`src/rtl/led_matrix_scanner_pkg.sv`:
```
// ---------------------------------------------------------------------------
// led_scan_pkg
// Shared definitions for the LED matrix scanner: matrix geometry, the scan
// FSM state type and small helpers used to size counters and build the
// one-hot row drive.
// No ports (package).
// ---------------------------------------------------------------------------
package led_scan_pkg;

  localparam int ROWS         = 16;
  localparam int COLS         = 16;
  localparam int BITS_PER_ROW = 32;

  typedef enum logic [2:0] {
    IDLE    = 3'd0,
    LOAD    = 3'd1,
    SHIFT   = 3'd2,
    LATCH   = 3'd3,
    DISPLAY = 3'd4
  } scan_state_t;

  // Width needed for a counter that runs 0..n-1; never narrower than 1 bit so
  // that degenerate parameter values (n == 1) still give a legal vector.
  function automatic int cnt_width(input int n);
    if (n <= 1) begin
      return 1;
    end else begin
      return $clog2(n);
    end
  endfunction

  // One-hot active-high drive for the given row.
  function automatic logic [ROWS-1:0] row_onehot(input logic [3:0] row);
    logic [ROWS-1:0] one;
    one = {{(ROWS-1){1'b0}}, 1'b1};
    return one << row;
  endfunction

endpackage

```
`src/rtl/led_matrix_scanner_if.sv`:
```
// ---------------------------------------------------------------------------
// led_matrix_scanner_if
// Bundles the display-layer inputs (enable, pixel arrays) and the board pin
// outputs of the scanner.
//   master : display layer / board side (drives enable and pixels)
//   slave  : the scanner itself (drives serial, latch and row pins)
// Signals:
//   enable                 scan enable
//   RedPixels, GrnPixels   [row][col] pixel arrays
//   ser_data, ser_clk      serial column data and shift clock
//   ser_latch              column latch pulse
//   row_sel                one-hot active-high row drive
//   oe_n                   column output enable, active-low
//   frame_start            pulse when row 0 load begins
// ---------------------------------------------------------------------------
interface led_matrix_scanner_if;
  import led_scan_pkg::*;

  logic                       enable;
  logic [ROWS-1:0][COLS-1:0]  RedPixels;
  logic [ROWS-1:0][COLS-1:0]  GrnPixels;
  logic                       ser_data;
  logic                       ser_clk;
  logic                       ser_latch;
  logic [ROWS-1:0]            row_sel;
  logic                       oe_n;
  logic                       frame_start;

  modport master (
    output enable,
    output RedPixels,
    output GrnPixels,
    input  ser_data,
    input  ser_clk,
    input  ser_latch,
    input  row_sel,
    input  oe_n,
    input  frame_start
  );

  modport slave (
    input  enable,
    input  RedPixels,
    input  GrnPixels,
    output ser_data,
    output ser_clk,
    output ser_latch,
    output row_sel,
    output oe_n,
    output frame_start
  );

endinterface

```
`src/rtl/led_matrix_scanner_shift_out.sv`:
```
// ---------------------------------------------------------------------------
// led_shift_out
// Serialises one 32-bit row word MSB first. Each bit occupies 2*CLK_DIV
// clocks: ser_clk low for the first CLK_DIV clocks, high for the next
// CLK_DIV, with ser_data stable across the whole bit period.
// Ports:
//   clk, rst     system clock, asynchronous active-high reset
//   load         1-cycle request; captures data_in and starts shifting
//   data_in      row word, bit 31 goes out first
//   ser_data     serial data (registered)
//   ser_clk      shift clock (registered), 0 when idle
//   done         high during the final clock of the final bit
// ---------------------------------------------------------------------------
module led_shift_out
  import led_scan_pkg::*;
#(
  parameter int CLK_DIV = 2
) (
  input  logic                    clk,
  input  logic                    rst,
  input  logic                    load,
  input  logic [BITS_PER_ROW-1:0] data_in,
  output logic                    ser_data,
  output logic                    ser_clk,
  output logic                    done
);

  localparam int PW = cnt_width(2 * CLK_DIV);
  localparam logic [PW-1:0] PHASE_LAST = PW'(2 * CLK_DIV - 1);
  localparam logic [PW-1:0] PHASE_HIGH = PW'(CLK_DIV);
  localparam logic [4:0]    BIT_LAST   = 5'(BITS_PER_ROW - 1);

  logic [BITS_PER_ROW-1:0] shreg_q, shreg_d;
  logic [4:0]              bit_q, bit_d;
  logic [PW-1:0]           phase_q, phase_d;
  logic                    active_q, active_d;
  logic                    ser_clk_q, ser_clk_d;
  logic                    ser_data_q, ser_data_d;
  logic                    done_s;

  // Next-state for the shifter; ser_clk/ser_data are derived from the next
  // phase/register so that the pins are flop outputs aligned with the state.
  always_comb begin
    shreg_d  = shreg_q;
    bit_d    = bit_q;
    phase_d  = phase_q;
    active_d = active_q;
    done_s   = 1'b0;
    if (load) begin
      shreg_d  = data_in;
      bit_d    = 5'd0;
      phase_d  = '0;
      active_d = 1'b1;
    end else if (active_q) begin
      if (phase_q == PHASE_LAST) begin
        phase_d = '0;
        if (bit_q == BIT_LAST) begin
          active_d = 1'b0;
          done_s   = 1'b1;
        end else begin
          bit_d   = bit_q + 5'd1;
          shreg_d = {shreg_q[BITS_PER_ROW-2:0], 1'b0};
        end
      end else begin
        phase_d = phase_q + PW'(1);
      end
    end else begin
      done_s = 1'b0;
    end
    ser_clk_d  = active_d && (phase_d >= PHASE_HIGH);
    ser_data_d = active_d ? shreg_d[BITS_PER_ROW-1] : 1'b0;
  end

  // Shifter state registers; reset discards any partial row.
  always_ff @(posedge clk or posedge rst) begin
    if (rst) begin
      shreg_q    <= '0;
      bit_q      <= 5'd0;
      phase_q    <= '0;
      active_q   <= 1'b0;
      ser_clk_q  <= 1'b0;
      ser_data_q <= 1'b0;
    end else begin
      shreg_q    <= shreg_d;
      bit_q      <= bit_d;
      phase_q    <= phase_d;
      active_q   <= active_d;
      ser_clk_q  <= ser_clk_d;
      ser_data_q <= ser_data_d;
    end
  end

  assign ser_clk  = ser_clk_q;
  assign ser_data = ser_data_q;
  assign done     = done_s;

endmodule

```
`src/rtl/led_matrix_scanner.sv`:
```
// ---------------------------------------------------------------------------
// led_matrix_scanner
// Scans a 16x16 red/green LED matrix one row at a time: snapshot the row's
// 32 colour bits, shift them out serially, latch them into the column
// registers, then light the row for DWELL clocks. Rows are blanked in every
// phase except the dwell so the column data never changes while lit.
// Parameters:
//   CLK_DIV   system clocks per ser_clk half-period (>= 1)
//   DWELL     clocks each row is lit (>= 1)
// Ports:
//   clk       system clock
//   RST       asynchronous active-high reset
//   bus       led_matrix_scanner_if.slave (enable, pixels in; pins out)
// ---------------------------------------------------------------------------
module led_matrix_scanner
  import led_scan_pkg::*;
#(
  parameter int CLK_DIV = 2,
  parameter int DWELL   = 256
) (
  input  logic                  clk,
  input  logic                  RST,
  led_matrix_scanner_if.slave   bus
);

  localparam int DW = cnt_width(DWELL);
  localparam logic [DW-1:0] DWELL_LAST = DW'(DWELL - 1);

  scan_state_t      state_q, state_d;
  logic [3:0]       row_q, row_d;
  logic [DW-1:0]    dwell_q, dwell_d;
  logic [ROWS-1:0]  row_sel_q, row_sel_d;
  logic             oe_n_q, oe_n_d;
  logic             ser_latch_q, ser_latch_d;
  logic             frame_start_q, frame_start_d;

  logic                    load_s;
  logic [BITS_PER_ROW-1:0] row_word_s;
  logic                    shift_done_s;

  // Red word occupies the upper half so it leaves the shifter first.
  assign row_word_s = {bus.RedPixels[row_q], bus.GrnPixels[row_q]};

  led_shift_out #(
    .CLK_DIV (CLK_DIV)
  ) u_shift (
    .clk      (clk),
    .rst      (RST),
    .load     (load_s),
    .data_in  (row_word_s),
    .ser_data (bus.ser_data),
    .ser_clk  (bus.ser_clk),
    .done     (shift_done_s)
  );

  // Scan FSM next-state logic. Pin values are computed for the state being
  // entered, so the registered pins line up with the registered state.
  always_comb begin
    state_d       = state_q;
    row_d         = row_q;
    dwell_d       = dwell_q;
    load_s        = 1'b0;
    row_sel_d     = '0;
    oe_n_d        = 1'b1;
    ser_latch_d   = 1'b0;
    frame_start_d = 1'b0;
    case (state_q)
      IDLE: begin
        // Row counter is kept, so scanning resumes where it stopped.
        if (bus.enable) begin
          state_d       = LOAD;
          frame_start_d = (row_q == 4'd0);
        end else begin
          state_d = IDLE;
        end
      end
      LOAD: begin
        load_s  = 1'b1;
        state_d = SHIFT;
      end
      SHIFT: begin
        if (shift_done_s) begin
          state_d     = LATCH;
          ser_latch_d = 1'b1;
        end else begin
          state_d = SHIFT;
        end
      end
      LATCH: begin
        state_d   = DISPLAY;
        dwell_d   = '0;
        row_sel_d = row_onehot(row_q);
        oe_n_d    = 1'b0;
      end
      DISPLAY: begin
        if (dwell_q == DWELL_LAST) begin
          row_d = (row_q == 4'd15) ? 4'd0 : (row_q + 4'd1);
          if (bus.enable) begin
            state_d       = LOAD;
            frame_start_d = (row_d == 4'd0);
          end else begin
            state_d = IDLE;
          end
        end else begin
          dwell_d   = dwell_q + DW'(1);
          row_sel_d = row_onehot(row_q);
          oe_n_d    = 1'b0;
        end
      end
      default: begin
        state_d = IDLE;
      end
    endcase
  end

  // Scan FSM state, counters and registered pin outputs.
  always_ff @(posedge clk or posedge RST) begin
    if (RST) begin
      state_q       <= IDLE;
      row_q         <= 4'd0;
      dwell_q       <= '0;
      row_sel_q     <= '0;
      oe_n_q        <= 1'b1;
      ser_latch_q   <= 1'b0;
      frame_start_q <= 1'b0;
    end else begin
      state_q       <= state_d;
      row_q         <= row_d;
      dwell_q       <= dwell_d;
      row_sel_q     <= row_sel_d;
      oe_n_q        <= oe_n_d;
      ser_latch_q   <= ser_latch_d;
      frame_start_q <= frame_start_d;
    end
  end

  assign bus.row_sel     = row_sel_q;
  assign bus.oe_n        = oe_n_q;
  assign bus.ser_latch   = ser_latch_q;
  assign bus.frame_start = frame_start_q;

endmodule

```
`src/flat_wrapper.sv`:
```
// flat-port wrapper written by rule: the top's interface ports become plain ports
module led_matrix_scanner_flat import led_scan_pkg::*;
#(
  parameter int CLK_DIV = 2,
  parameter int DWELL   = 256
)
  (clk, RST, bus_enable, bus_RedPixels, bus_GrnPixels, bus_ser_data, bus_ser_clk, bus_ser_latch, bus_row_sel, bus_oe_n, bus_frame_start);
  led_matrix_scanner_if bus_i ();
  input  logic clk;
  input  logic RST;
  input wire logic [$bits(bus_i.enable)-1:0] bus_enable;
  input wire logic [$bits(bus_i.RedPixels)-1:0] bus_RedPixels;
  input wire logic [$bits(bus_i.GrnPixels)-1:0] bus_GrnPixels;
  output wire logic [$bits(bus_i.ser_data)-1:0] bus_ser_data;
  output wire logic [$bits(bus_i.ser_clk)-1:0] bus_ser_clk;
  output wire logic [$bits(bus_i.ser_latch)-1:0] bus_ser_latch;
  output wire logic [$bits(bus_i.row_sel)-1:0] bus_row_sel;
  output wire logic [$bits(bus_i.oe_n)-1:0] bus_oe_n;
  output wire logic [$bits(bus_i.frame_start)-1:0] bus_frame_start;
  assign bus_i.enable = bus_enable;
  assign bus_i.RedPixels = bus_RedPixels;
  assign bus_i.GrnPixels = bus_GrnPixels;
  assign bus_ser_data = bus_i.ser_data;
  assign bus_ser_clk = bus_i.ser_clk;
  assign bus_ser_latch = bus_i.ser_latch;
  assign bus_row_sel = bus_i.row_sel;
  assign bus_oe_n = bus_i.oe_n;
  assign bus_frame_start = bus_i.frame_start;
  led_matrix_scanner #(.CLK_DIV(CLK_DIV), .DWELL(DWELL)) u_core (.clk(clk), .RST(RST), .bus(bus_i));
endmodule
```
`config.mk`:
```
export PLATFORM = sky130hd
export DESIGN_NAME = led_matrix_scanner_flat
export DESIGN_NICKNAME = d
export VERILOG_FILES = /design/src/rtl/led_matrix_scanner_pkg.sv /design/src/rtl/led_matrix_scanner_if.sv /design/src/rtl/led_matrix_scanner_shift_out.sv /design/src/rtl/led_matrix_scanner.sv /design/src/flat_wrapper.sv
export SDC_FILE = /design/constraint.sdc
export NUM_CORES = 1
export LEC_CHECK = 0
export BUFFER_PORTS_ARGS = -buffer_cell sky130_fd_sc_hd__buf_2
export CORE_AREA = 2 2 211 213
export DETAILED_ROUTE_END_ITERATION = 10
export DIE_AREA = 0 0 213 215
export GPL_TIMING_DRIVEN = 0
export PLACE_DENSITY = 0.48
export SLEW_MARGIN = 20
export SYNTH_ARGS = -nofsm -noshare
export SYNTH_HDL_FRONTEND = slang
export SYNTH_SLANG_ARGS = --single-unit
```
`constraint.sdc`:
```
create_clock -name clk -period 3.12 [get_ports clk]
set_input_delay 0.468 -clock clk [delete_from_list [all_inputs] [get_ports clk]]
set_output_delay 0.468 -clock clk [all_outputs]
set_load 0.02 [all_outputs]
```
### Yosys cells after proc, flatten, opt, wreduce, memory -nomap -nowiden

Index checks and enable logic that the tools add are counted.

* register bits: 76
* input bits: 515
* output and inout bits: 21

* $add $sub $neg: 4
* order comparisons: 2
* equality and inequality tests: 11
* shift operators: 1
* mux-type cells: 42
* reductions and logical operators: 10

Operators by type and width (number)
* 16-bit binary-select mux with 4-bit select: 2
* 32-bit 2-to-1 mux: 4
* 16-bit 2-to-1 mux: 3
* 16-bit one-hot mux with 2 select lines: 1
* 5-bit 2-to-1 mux: 4
* 1-bit 2-to-1 mux: 18
* 8-bit one-hot mux with 2 select lines: 1
* 1-bit by 4-bit left shift with 16-bit output, first input constant: 1
* 3-bit one-hot mux with 5 select lines: 1
* 8-bit by 1-bit adder with 8-bit output, second input constant: 1
* 8-bit equality test, second input constant: 1
* 4-bit zero test: 2
* 8-bit 2-to-1 mux: 1
* 3-bit by 2-bit equality test with 1-bit output, second input constant: 2
* 2-bit 2-to-1 mux: 3
* 2-bit nonzero test: 3
* 5-bit by 1-bit adder with 5-bit output, second input constant: 1
* 5-bit equality test, second input constant: 1
* 4-bit by 5-bit < comparator with 1-bit output, second input constant: 1
* 4-bit by 1-bit adder with 4-bit output, second input constant: 1
* 4-bit equality test, second input constant: 1
* 4-bit 2-to-1 mux: 1
* 2-bit by 1-bit inequality test with 1-bit output, second input constant: 2
* 1-bit one-hot mux with 2 select lines: 2
* 11 further kinds: 12

### Depth between registers and ports, before layout

Gate-level depths: netlist (run 1).

* word-level depth: 7
* mapped depth: 9

### By module

A second synthesis (run 1) with hierarchy kept.

* cells, all modules: 730
* area total of the unflattened synthesis: 7801.2 sq um

Modules (own cells, without submodules)
* led_matrix_scanner: times used 1, cells an instance 509, area an instance 5620.4 sq um
* led_shift_out: times used 1, cells an instance 221, area an instance 2180.8 sq um

### Worst setup path after synthesis (run 1)

No wires, ideal clock.

* kind: register to register
* start: reg u_core.u_shift.bit_q[0]
* end: reg u_core.u_shift.shreg_q[15]
* setup time: 143 ps
* arrival: 1918 ps
* required time: 2977 ps
* path slack: 1059 ps
* stages on the path, launching flop included: 9
* path buffers: 2
* period minus slack after synthesis: 2061 ps
* path through: dfrtp_1 -> ha_1 -> and3_1 -> ha_1 -> and3b_1 -> buf_2 -> buf_2 -> mux2i_1 -> a22oi_1

* cells in the longest elaborated chain, start to end: 3

RTL lines
* start, declared: RTL line led_matrix_scanner_shift_out.sv:34 `logic [4:0] bit_q, bit_d;`
* start signal, assigned: RTL line led_matrix_scanner_shift_out.sv:85 `bit_q <= bit_d;`
* 5-bit equality test: RTL line led_matrix_scanner_shift_out.sv:57 `if (bit_q == BIT_LAST) begin`
* 2-bit by 1-bit inequality test with 1-bit output (no source line)
* 3-bit AND reduction (no source line)
* end signal, assigned: RTL line led_matrix_scanner_shift_out.sv:84 `shreg_q <= shreg_d;`
* end, declared: RTL line led_matrix_scanner_shift_out.sv:33 `logic [BITS_PER_ROW-1:0] shreg_q, shreg_d;`

No other way between the ends.
A chain may end at the register's enable or synchronous reset.

### Final worst setup path (run 1)

* start: reg u_core.row_q[1]
* end: reg u_core.u_shift.shreg_q[30]

* cells in the longest elaborated chain, start to end: 3

RTL lines
* start, declared: RTL line led_matrix_scanner.sv:30 `logic [3:0] row_q, row_d;`
* start signal, assigned: RTL line led_matrix_scanner.sv:128 `row_q <= row_d;`
* 16-bit binary-select mux with 4-bit select: RTL line led_matrix_scanner.sv:42 `assign row_word_s = {bus.RedPixels[row_q], bus.GrnPixels[row_q]};`
* 16-bit 2-to-1 mux (not written as such): RTL line led_matrix_scanner.sv:42
* 32-bit 2-to-1 mux: RTL line led_matrix_scanner_shift_out.sv:49 `if (load) begin`

No other way between the ends. The select of a mux whose other input is x is not followed.

==> results.py, run 1 <==
metrics = {
    "status": {
        "run_status": "finished, final reports clean",
    },
    "drt": {
        "avgRoutedWirePerCell_um": 21.9,
        "viasPerCell": 4.49,
        "ant_nets": 0,
        "drtPass1Iterations": 6,
        "drc": 0,
        "drtIter0Drc": 390,
        "wl_um": 43200,
        "via_count": 8846,
    },
    "timing": {
        "tightest_slew_ps": 903,
        "slew_violations": 0,
        "setup_ws_ps": 114,
        "min_period_over_period_pct": 96.4,
        "relSlewSlack_pct": 39.8,
        "hold_violations": 0,
        "post-route-min-period_ps": 3010,
        "rsz0062_at_grt": "no",
        "tns_ps": 0,
        "setup_viol": 0,
        "fin_skew_ps": 8.25,
        "hold_ws_ps": 102,
        "fmax_ghz": 0.333,
    },
    "job": {
        "drv_cap": 0,
    },
    "die": {
        "initial_core_util_pct": 17.1,
        "rows": 77,
        "die-area_mm2": 0.0458,
        "io_pins": 536,
        "die_y_um": 215,
        "coreArea_mm2": 0.0436,
        "die_x_um": 213,
    },
    "finish": {
        "layout_common_cells": "buf_2, mux2i_1, o22ai_1",
        "layout_commonest_cell": "buf_2",
        "nets": 1895,
        "fill_cells": 4809,
        "multi_input_area_mm2": 0.00514,
        "area_growth_pct": 50.5,
        "drive_gt1_share_pct": 44.2,
        "ff_latch_area_mm2": 0.00190,
        "final_core_util_pct": 25.8,
    },
    "logic_synthesis": {
        "syn_inst": 823,
        "synth_cell_types": 50,
        "yosys_warnings": 0,
        "ys.flop_type": "dfrtp_1",
        "ys_seq_area_share_pct": 25.5,
        "ys_seq_elements": 76,
        "avgSynthCellArea_um2": 9.08,
        "synthArstFlopShare_pct": 100,
        "syn_area_mm2": 0.00747,
        "synth_edf_count": 0,
        "synth_nets": 1348,
    },
    "setup_path": {
        "r2r_slack_ps": 110,
        "cp.arrival_ps": 3210,
        "required_ps": 3320,
        "worstSetupPathType": "flip-flop to flip-flop",
        "crit_path_end_kind": "flip-flop",
        "path_max_fanout": 10,
        "start_kind": "flip-flop",
    },
    "min_path": {
        "hold_path.class": "primary input to asynchronous set/reset pin",
    },
    "power": {
        "finalPower_mw": 2.70,
        "power.leakage_nw": 4.90,
        "vdd_drop_max_uv": 240,
        "powerDensity_mw_per_mm2": 240,
    },
    "place": {
        "dpl.hpwl_um": 36500,
        "portBuffers": 535,
        "dp_slack_ps": 224,
        "place_congestion": 0.925,
    },
    "clock_tree": {
        "cts_root_buf": "clkbuf_16",
        "path_clk_slew_ps": 70,
        "cts.hold.buffers_added": 0,
        "cts_tree": "yes",
        "cts_sinks": 76,
        "clock_latency_ps": 350,
        "post_cts_resized": 0,
        "cts_buffers": 9,
        "clockBufferDepth": 2,
        "cts_setup_buffers": 0,
        "h-tree-depth": 3,
    },
    "grt": {
        "grt_pass1_wl_um": 60100,
        "antenna_found_initial": 9,
        "grt-ovfl-total": 0,
        "grt_pass1_vias": 9293,
        "grt_max_degree": 54,
        "grtUsageTotal_pct": 18.2,
    },
}
through the flow:
step                instance area (um2)  cells
floorplan                          7470    823
global placement                  10900   1950
detailed placement                10900   1951
CTS                               11200   1967
global route                      11200   1971
finish                            11200   1972
cell type report:
type / count / area share (%)
Antenna cell: 5 / 0.111
Buffer: 76 / 3.50
Clock buffer: 9 / 2.00
Clock inverter: 7 / 0.801
Inverter: 8 / 0.289
Multi-Input combinational cell: 663 / 45.7
Sequential cell: 76 / 16.9
Tap cell: 592 / 6.59
Timing Repair Buffer: 536 / 24.1
cell usage after synthesis, drive strengths merged (4+ instances only):
cell / n / area share (%)
nor2: 81 / 4.1
buf: 40 / 3.5
nor3: 38 / 2.5
or3b: 5 / 0.59
o21ai: 35 / 2.3
mux2: 4 / 0.60
nand3: 8 / 0.54
and3: 7 / 0.59
nor3b: 5 / 0.64
xnor2: 4 / 0.47
nand2: 16 / 0.80
clkbuf: 36 / 1.8
inv: 8 / 0.40
ha: 10 / 1.7
nand3b: 5 / 0.50
a22oi: 30 / 3.0
mux4: 5 / 1.5
dfrtp: 75 / 25
o22ai: 95 / 8.0
a21oi: 11 / 0.89
mux2i: 277 / 37
logic make-up (layout without fill, tap and decap cells):
| logic type | Yosys count | in the layout | synth area share, % |
|---|---|---|---|
| AOI/OAI and AO/OA | 186 | 186 | 16.0 |
| xor gates and xnor gates | 6 | 6 | 0.703 |
| adders and majority gates | 10 | 10 | 1.67 |
| buffers and inverters | 84 | 636 | 5.68 |
| DFF | 76 | 76 | 25.5 |
| muxes | 286 | 286 | 39.2 |
| other | 0 | 5 | 0 |
| and+or+nand+nor | 175 | 175 | 11.3 |
worst max-delay path, stage by stage (launching register included):
cell and delay [ps]:
dfrtp_1 400, buf_2 220, buf_2 230, nand3b_1 350, clkbuf_1 720, o22ai_1 180, nor3_1 600, a22oi_1 150
where the power goes:
group / total (mW) / internal [mW] / leakage [nW] / switching [mW]
Clock: 1.18 / 0.646 / 0.156 / 0.536
Sequential: 1.01 / 0.998 / 0.990 / 0.00850
Combinational: 0.512 / 0.309 / 3.76 / 0.203
flip-flops by register name, summed over array words and instances, names as in the netlist, 2 cells and up:
name                    count
u_core.bus.row_sel         16
u_core.dwell_q              8
u_core.row_q                4
u_core.state_q              3
u_core.u_shift.bit_q        5
u_core.u_shift.phase_q      2
u_core.u_shift.shreg_q     32
final timing paths:
path,start,to,cells after the start
hold / removal,RST,u_core.u_shift.shreg_q[3],2
min in group clk,bus_enable,u_core.state_q[0],3
hold reg to reg,u_core.u_shift.bit_q[4],u_core.u_shift.bit_q[4],2
setup / recovery,u_core.row_q[1],u_core.u_shift.shreg_q[30],7
setup reg to reg,u_core.row_q[1],u_core.u_shift.shreg_q[30],7
max in group asynchronous,RST,u_core.bus.oe_n,3
metal layers:
layer / wire length [um] / part of all wire, % / GRT usage, %
met5: 11 / 0.025 / 0
met4: 631 / 1.5 / 3.71
met3: 1860 / 4.3 / 2.02
met2: 21300 / 49 / 31.8
met1: 19300 / 45 / 24.0
(Power assumes the default switching activity.)
==> run 2, diff against run 1 <==
--- a/config.mk
+++ b/config.mk
@@ -5,12 +5,13 @@
 export SDC_FILE = /design/constraint.sdc
 export NUM_CORES = 1
 export LEC_CHECK = 0
+export ABC_AREA = 1
 export BUFFER_PORTS_ARGS = -buffer_cell sky130_fd_sc_hd__buf_2
-export CORE_AREA = 2 2 211 213
+export CORE_AREA = 2 2 210 212
 export DETAILED_ROUTE_END_ITERATION = 10
-export DIE_AREA = 0 0 213 215
+export DIE_AREA = 0 0 212 214
 export GPL_TIMING_DRIVEN = 0
-export PLACE_DENSITY = 0.48
+export PLACE_DENSITY = 0.52
 export SLEW_MARGIN = 20
 export SYNTH_ARGS = -nofsm -noshare
 export SYNTH_HDL_FRONTEND = slang
==> run 2 against run 1 <==
  * Sequential cell count did not move
  * Hold slack improved by 18 ps
  * Worst setup slack improved by 320 ps
  * Sequential share of layout area fell by 1.9 points
  * Largest power group is now combinational logic
  * Highest routed layer unchanged
==> results.py, run 2 <==
metrics = {
    "finish": {
        "area_growth_pct": 42.3,
        "nets": 2780,
        "layout_common_cells": "nand2_1, buf_2, nor2_1",
        "fill_cells": 5099,
        "drive_gt1_share_pct": 27.9,
        "ff_latch_area_mm2": 0.00190,
        "instances_no_fill": 2849,
        "largest_register_ffs": 32,
        "top_register": "u_core.u_shift.shreg_q",
        "multi_input_area_mm2": 0.00573,
    },
    "setup_path": {
        "crit_buf_inv": 3,
        "worstSetupPathType": "flip-flop to flip-flop",
        "slowest_delay_ps": 450,
        "cpMaxStageDelayCell": "buf_2",
        "path_max_fanout": 12,
        "cp_top_family": "buffers and inverters",
        "cp_common_cell": "nand2_1",
        "required_ps": 3400,
        "start_kind": "flip-flop",
        "cp.arrival_ps": 2970,
        "crit_path_end_kind": "flip-flop",
        "crit_chain": "buf_4 > buf_2 > buf_2 > nor2_1 > nor2_1 > o21ai_0 > nand3_1 > nand3_1 > nand2_1 > nand2_1 > nand2_1",
    },
    "drt": {
        "drc": 0,
        "drtPass1Iterations": 5,
        "wl_um": 55500,
        "drtIter0Drc": 987,
        "avgRoutedWirePerCell_um": 19.5,
        "viasPerCell": 4.60,
        "ant_nets": 0,
        "via_count": 13100,
    },
    "clock_tree": {
        "cts.hold.buffers_added": 0,
        "h-tree-depth": 3,
        "clock_latency_ps": 350,
        "cts_root_buf": "clkbuf_16",
        "cts_sinks": 76,
        "cts_buffers": 9,
        "clockBufferDepth": 2,
        "path_clk_slew_ps": 70,
        "cts_tree": "yes",
        "post_cts_resized": 0,
        "cts_setup_buffers": 0,
    },
    "power": {
        "powerDensity_mw_per_mm2": 357,
        "vdd_drop_max_uv": 308,
        "combPwrFrac_pct": 42.8,
        "swShare_pct": 40.3,
        "internal-power_mw": 2.69,
        "switchingPower_mw": 1.82,
        "clkPwrFrac_pct": 24.7,
        "power_frac_seq_pct": 32.5,
        "power.leakage_nw": 7.46,
    },
    "timing": {
        "fmax_ghz": 0.372,
        "tightest_slew_ps": 1030,
        "post-route-min-period_ps": 2690,
        "relSlewSlack_pct": 31.6,
        "tns_ps": 0,
        "fin_skew_ps": 15.9,
        "min_period_over_period_pct": 86.1,
        "hold_violations": 0,
        "setup_viol": 0,
        "rsz0062_at_grt": "no",
        "slew_violations": 0,
    },
    "place": {
        "place_congestion": 0.901,
        "dpl.hpwl_um": 46100,
        "portBuffers": 535,
        "dpl.cell_count": 2829,
    },
    "logic_synthesis": {
        "synth_cell_types": 31,
        "ys_seq_area_share_pct": 21.4,
        "ys_top_cells_by_count": "nand2_1, nor2_1, nand3_1, inv_1, o21ai_0",
        "syn_inst": 1708,
        "synthArstFlopShare_pct": 100,
        "avgSynthCellArea_um2": 5.20,
        "synth_edf_count": 0,
        "ys.flop_type": "dfrtp_1",
        "yosys.area.top_type": "nand2_1",
        "yosys_warnings": 0,
        "ys_seq_elements": 76,
        "yosysTopAreaCellShare_pct": 24.9,
        "syn_area_mm2": 0.00888,
        "synthTopCellsByArea": "nand2_1, dfrtp_1, nand3_1",
        "synth_nets": 2233,
        "synthMostInstantiatedCell": "nand2_1",
    },
    "grt": {
        "grt_pass1_vias": 13000,
        "grt_max_degree": 55,
        "antenna_found_initial": 5,
        "grt_pass1_wl_um": 78900,
        "grt-ovfl-total": 0,
        "grtUsageTotal_pct": 23.6,
    },
    "die": {
        "rows": 76,
        "initial_core_util_pct": 20.7,
        "die_x_um": 212,
        "die_y_um": 214,
        "coreArea_mm2": 0.0429,
        "io_pins": 536,
        "die-area_mm2": 0.0454,
    },
    "min_path": {
        "hold_path.class": "primary input to asynchronous set/reset pin",
    },
    "job": {
        "drv_cap": 0,
    },
    "status": {
        "run_status": "finished, final reports clean",
    },
}
-- run 2: per-layer routing --
| metal | track usage (%) | part of all wire (%) |
|---|---|---|
| met5 | 0 | 0.045 |
| met1 | 29.2 | 42 |
| met4 | 9.01 | 3.7 |
| met2 | 40.3 | 47 |
| met3 | 4.31 | 7.5 |
-- run 2: path summary, 6_finish.rpt --
check / start / end / slack [ps] / depth (start not counted)
max in group asynchronous: RST / u_core.bus.oe_n / 2330 / 3
setup / recovery: u_core.row_q[0] / u_core.u_shift.shreg_q[29] / 430 / 11
setup reg to reg: u_core.row_q[0] / u_core.u_shift.shreg_q[29] / 430 / 11
hold / removal: RST / u_core.u_shift.shreg_q[23] / 120 / 2
min in group clk: bus_enable / u_core.bus.frame_start / 460 / 3
hold reg to reg: u_core.u_shift.shreg_q[30] / u_core.u_shift.shreg_q[30] / 480 / 2
-- run 2: kinds of logic (layout without fill, tap and decap cells) --
group	Yosys count	count (layout)	share of synthesized area [%]
AOI/OAI and AO/OA	150	150	8.59
xor gates and xnor gates	3	3	0.296
adders and majority gates	10	10	1.41
buffers and inverters	287	839	14.1
DFF	76	76	21.4
other	0	4	0
and+or+nand+nor	1182	1182	54.2
-- run 2: final cells by class --
cell class                 instances  area share, %
multi-input combinational       1345           45.3
timing repair buffer             536           21.4
sequential                        76           15.1
tap                              585           5.79
inverter                         170           5.09
buffer                           117           4.84
clock buffer                       9           1.78
clock inverter                     7          0.653
antenna                            4         0.0792
-- run 2: power by group through the flow --
stage	clock (mW)	sequential [mW]	combinational, mW
global placement	0	1.47	1.90
floorplan	0	1.47	1.16
detailed placement	0	1.48	1.93
CTS	1.14	1.47	1.94
finish	1.11	1.47	1.93
global route	1.17	1.51	2.21
-- run 2: metrics by stage --
step	utilization, %	instance area, um2	worst slack [ps]	hold slack, ps	power, mW
2_1_floorplan	-	8880	715	440	2.63
3_3_place_gp	28.7	12300	-582	455	3.37
3_5_place_dp	28.7	12300	481	465	3.41
4_1_cts	29.5	12600	450	115	4.55
5_1_grt	29.5	12600	273	134	4.89
6_report	29.5	12600	434	120	4.51
==> run 3, diff against run 2 <==
--- a/config.mk
+++ b/config.mk
@@ -7,11 +7,11 @@
 export LEC_CHECK = 0
 export ABC_AREA = 1
 export BUFFER_PORTS_ARGS = -buffer_cell sky130_fd_sc_hd__buf_2
-export CORE_AREA = 2 2 210 212
+export CORE_AREA = 2 2 207 209
 export DETAILED_ROUTE_END_ITERATION = 10
-export DIE_AREA = 0 0 212 214
+export DIE_AREA = 0 0 209 211
 export GPL_TIMING_DRIVEN = 0
-export PLACE_DENSITY = 0.52
+export PLACE_DENSITY = 0.55
 export SLEW_MARGIN = 20
 export SYNTH_ARGS = -nofsm -noshare
 export SYNTH_HDL_FRONTEND = slang
==> constraint.sdc (replaced) <==
create_clock -name clk -period 2.2 [get_ports clk]
set_input_delay 0.33 -clock clk [delete_from_list [all_inputs] [get_ports clk]]
set_output_delay 0.33 -clock clk [all_outputs]
set_load 0.02 [all_outputs]
==> run 3 against run 2 <==
  * Largest power group unchanged
  * Final area grew 1.0%
  * Wire length grew 1.4%
  * Sequential share of layout area shrank 0.15 points
  * Sequential power grew 42%
==> results.py, run 3 (same netlist as run 2, synthesis figures left out) <==
metrics = {
    "drt": {
        "viasPerCell": 4.70,
        "avgRoutedWirePerCell_um": 20.0,
        "ant_nets": 0,
        "via_count": 13200,
        "wl_um": 56200,
        "drc": 0,
        "drtPass1Iterations": 7,
        "drtIter0Drc": 1137,
    },
    "setup_path": {
        "slowest_delay_ps": 400,
        "cp_top_family": "simple AND/OR/NAND/NOR gates",
        "rr_worst_depth": 11,
        "path_max_fanout": 10,
        "required_ps": 2480,
        "start_kind": "flip-flop",
        "r2r_slack_ps": 100,
        "cpMaxStageDelayCell": "dfrtp_1",
        "worstSetupPathType": "flip-flop to flip-flop",
        "crit_buf_inv": 3,
        "crit_chain": "buf_6 > buf_6 > buf_6 > nor2_1 > nor2_1 > o21ai_0 > nand3_1 > nand3_1 > nand2_1 > nand2_1 > nand2_1",
        "crit_path_end_kind": "flip-flop",
        "path_depth": 11,
        "cp.arrival_ps": 2380,
        "startpoint": "u_core.row_q[0]",
        "r2r_end": "u_core.u_shift.shreg_q[28]",
        "reg2reg_from": "u_core.row_q[0]",
    },
    "finish": {
        "drive_gt1_share_pct": 29.2,
        "layout_commonest_cell": "nand2_1",
        "ff_latch_area_mm2": 0.00190,
        "largest_register_ffs": 32,
        "layout_common_cells": "nand2_1, buf_2, nor2_1",
        "final_core_util_pct": 30.6,
        "nets": 2781,
        "top_register": "u_core.u_shift.shreg_q",
        "fill_cells": 4871,
        "area_growth_pct": 43.8,
        "multi_input_area_mm2": 0.00576,
    },
    "clock_tree": {
        "h-tree-depth": 3,
        "clockBufferDepth": 2,
        "clock_latency_ps": 350,
        "cts_sinks": 76,
        "path_clk_slew_ps": 70,
        "cts_tree": "yes",
        "cts_root_buf": "clkbuf_16",
        "cts_buffers": 9,
    },
    "timing": {
        "relSlewSlack_pct": 50.5,
        "slew_violations": 0,
        "setup_viol": 0,
        "min_period_over_period_pct": 95.6,
        "fmax_ghz": 0.475,
        "tightest_slew_ps": 743,
        "hold_violations": 0,
        "post-route-min-period_ps": 2100,
        "fin_skew_ps": 10.8,
        "rsz0062_at_grt": "no",
    },
    "grt": {
        "antenna_found_initial": 4,
        "grt_pass1_wl_um": 80000,
        "grt-ovfl-total": 0,
        "grt_pass1_vias": 12800,
        "grtUsageTotal_pct": 24.6,
        "grt_max_degree": 31,
    },
    "power": {
        "vdd_drop_max_uv": 441,
        "internal-power_mw": 4.08,
        "power_frac_seq_pct": 31.4,
        "clkPwrFrac_pct": 26.6,
        "combPwrFrac_pct": 42.0,
        "power.leakage_nw": 7.58,
        "swShare_pct": 38.7,
        "powerDensity_mw_per_mm2": 521,
        "switchingPower_mw": 2.58,
        "finalPower_mw": 6.66,
    },
    "place": {
        "place_congestion": 0.924,
        "portBuffers": 535,
        "dpl.hpwl_um": 46500,
    },
    "job": {
        "drv_cap": 0,
    },
    "die": {
        "die-area_mm2": 0.0441,
        "io_pins": 536,
        "die_x_um": 209,
        "initial_core_util_pct": 21.3,
        "die_y_um": 211,
        "rows": 75,
        "coreArea_mm2": 0.0418,
    },
    "min_path": {
        "hold_path.class": "primary input to asynchronous set/reset pin",
    },
    "status": {
        "run_status": "finished, final reports clean",
    },
}
## run 3: changes by cell type in the layout (fill, tap and decap cells not counted), sizes merged
cell / change
bufinv: +2
clkbuf: +2
clkinv: -2
buf: -1
diode: +1
## run 3: how the worst max path moves through the flow
stage                                             to  slack, ps
final                     u_core.u_shift.shreg_q[28]        100
after global routing       u_core.u_shift.shreg_q[0]          2
after CTS                 u_core.u_shift.shreg_q[29]        -20
after detailed placement  u_core.u_shift.shreg_q[29]       -390
after global placement    u_core.u_shift.shreg_q[29]       -390
after floorplan              u_core.u_shift.bit_q[2]        420
## run 3: timing repair
item	4_1_cts	5_1_grt
gates resized for setup	34	36
setup buffers	0	0
endpoints found under the setup margin	40	39
pin swaps	0	1
hold buffers	0	0
## run 3: cell type report
class                           instances  share of cell area (%)
Inverter                              170                    5.06
Tap cell                              539                    5.28
Antenna cell                            5                  0.0980
Clock buffer                            9                    1.76
Clock inverter                          7                   0.960
Timing Repair Buffer                  537                    21.3
Sequential cell                        76                    14.9
Buffer                                117                    5.58
Multi-Input combinational cell       1345                    45.1
## run 3: per-stage QoR
stage	std cells	setup WS (ps)	area (um2)	hold WS, ps	TNS [ps]
2_1_floorplan	1708	424	8890	440	0
3_3_place_gp	2782	-389	12200	456	-6850
3_5_place_dp	2784	-392	12300	390	-7350
4_1_cts	2800	-19.2	12700	14.5	-33.9
5_1_grt	2802	1.95	12800	45.9	0
6_report	2805	96.4	12800	15.5	0
## run 3: power by group through the flow
stage	Clock, mW	Sequential [mW]	Combinational (mW)
after floorplan	0	2.09	1.64
after global placement	0	2.08	2.69
after detailed placement	0	2.09	2.74
after CTS	1.81	2.08	2.77
after global routing	1.85	2.14	3.19
final	1.77	2.09	2.80
## run 3: routing by layer
layer	track usage (%)	vias up	wire length, um
met5	0	-	27
met4	5.44	4	1090
met3	3.66	67	3690
met2	43.9	618	27400
met1	31.2	6076	24000
li1	-	6417	-
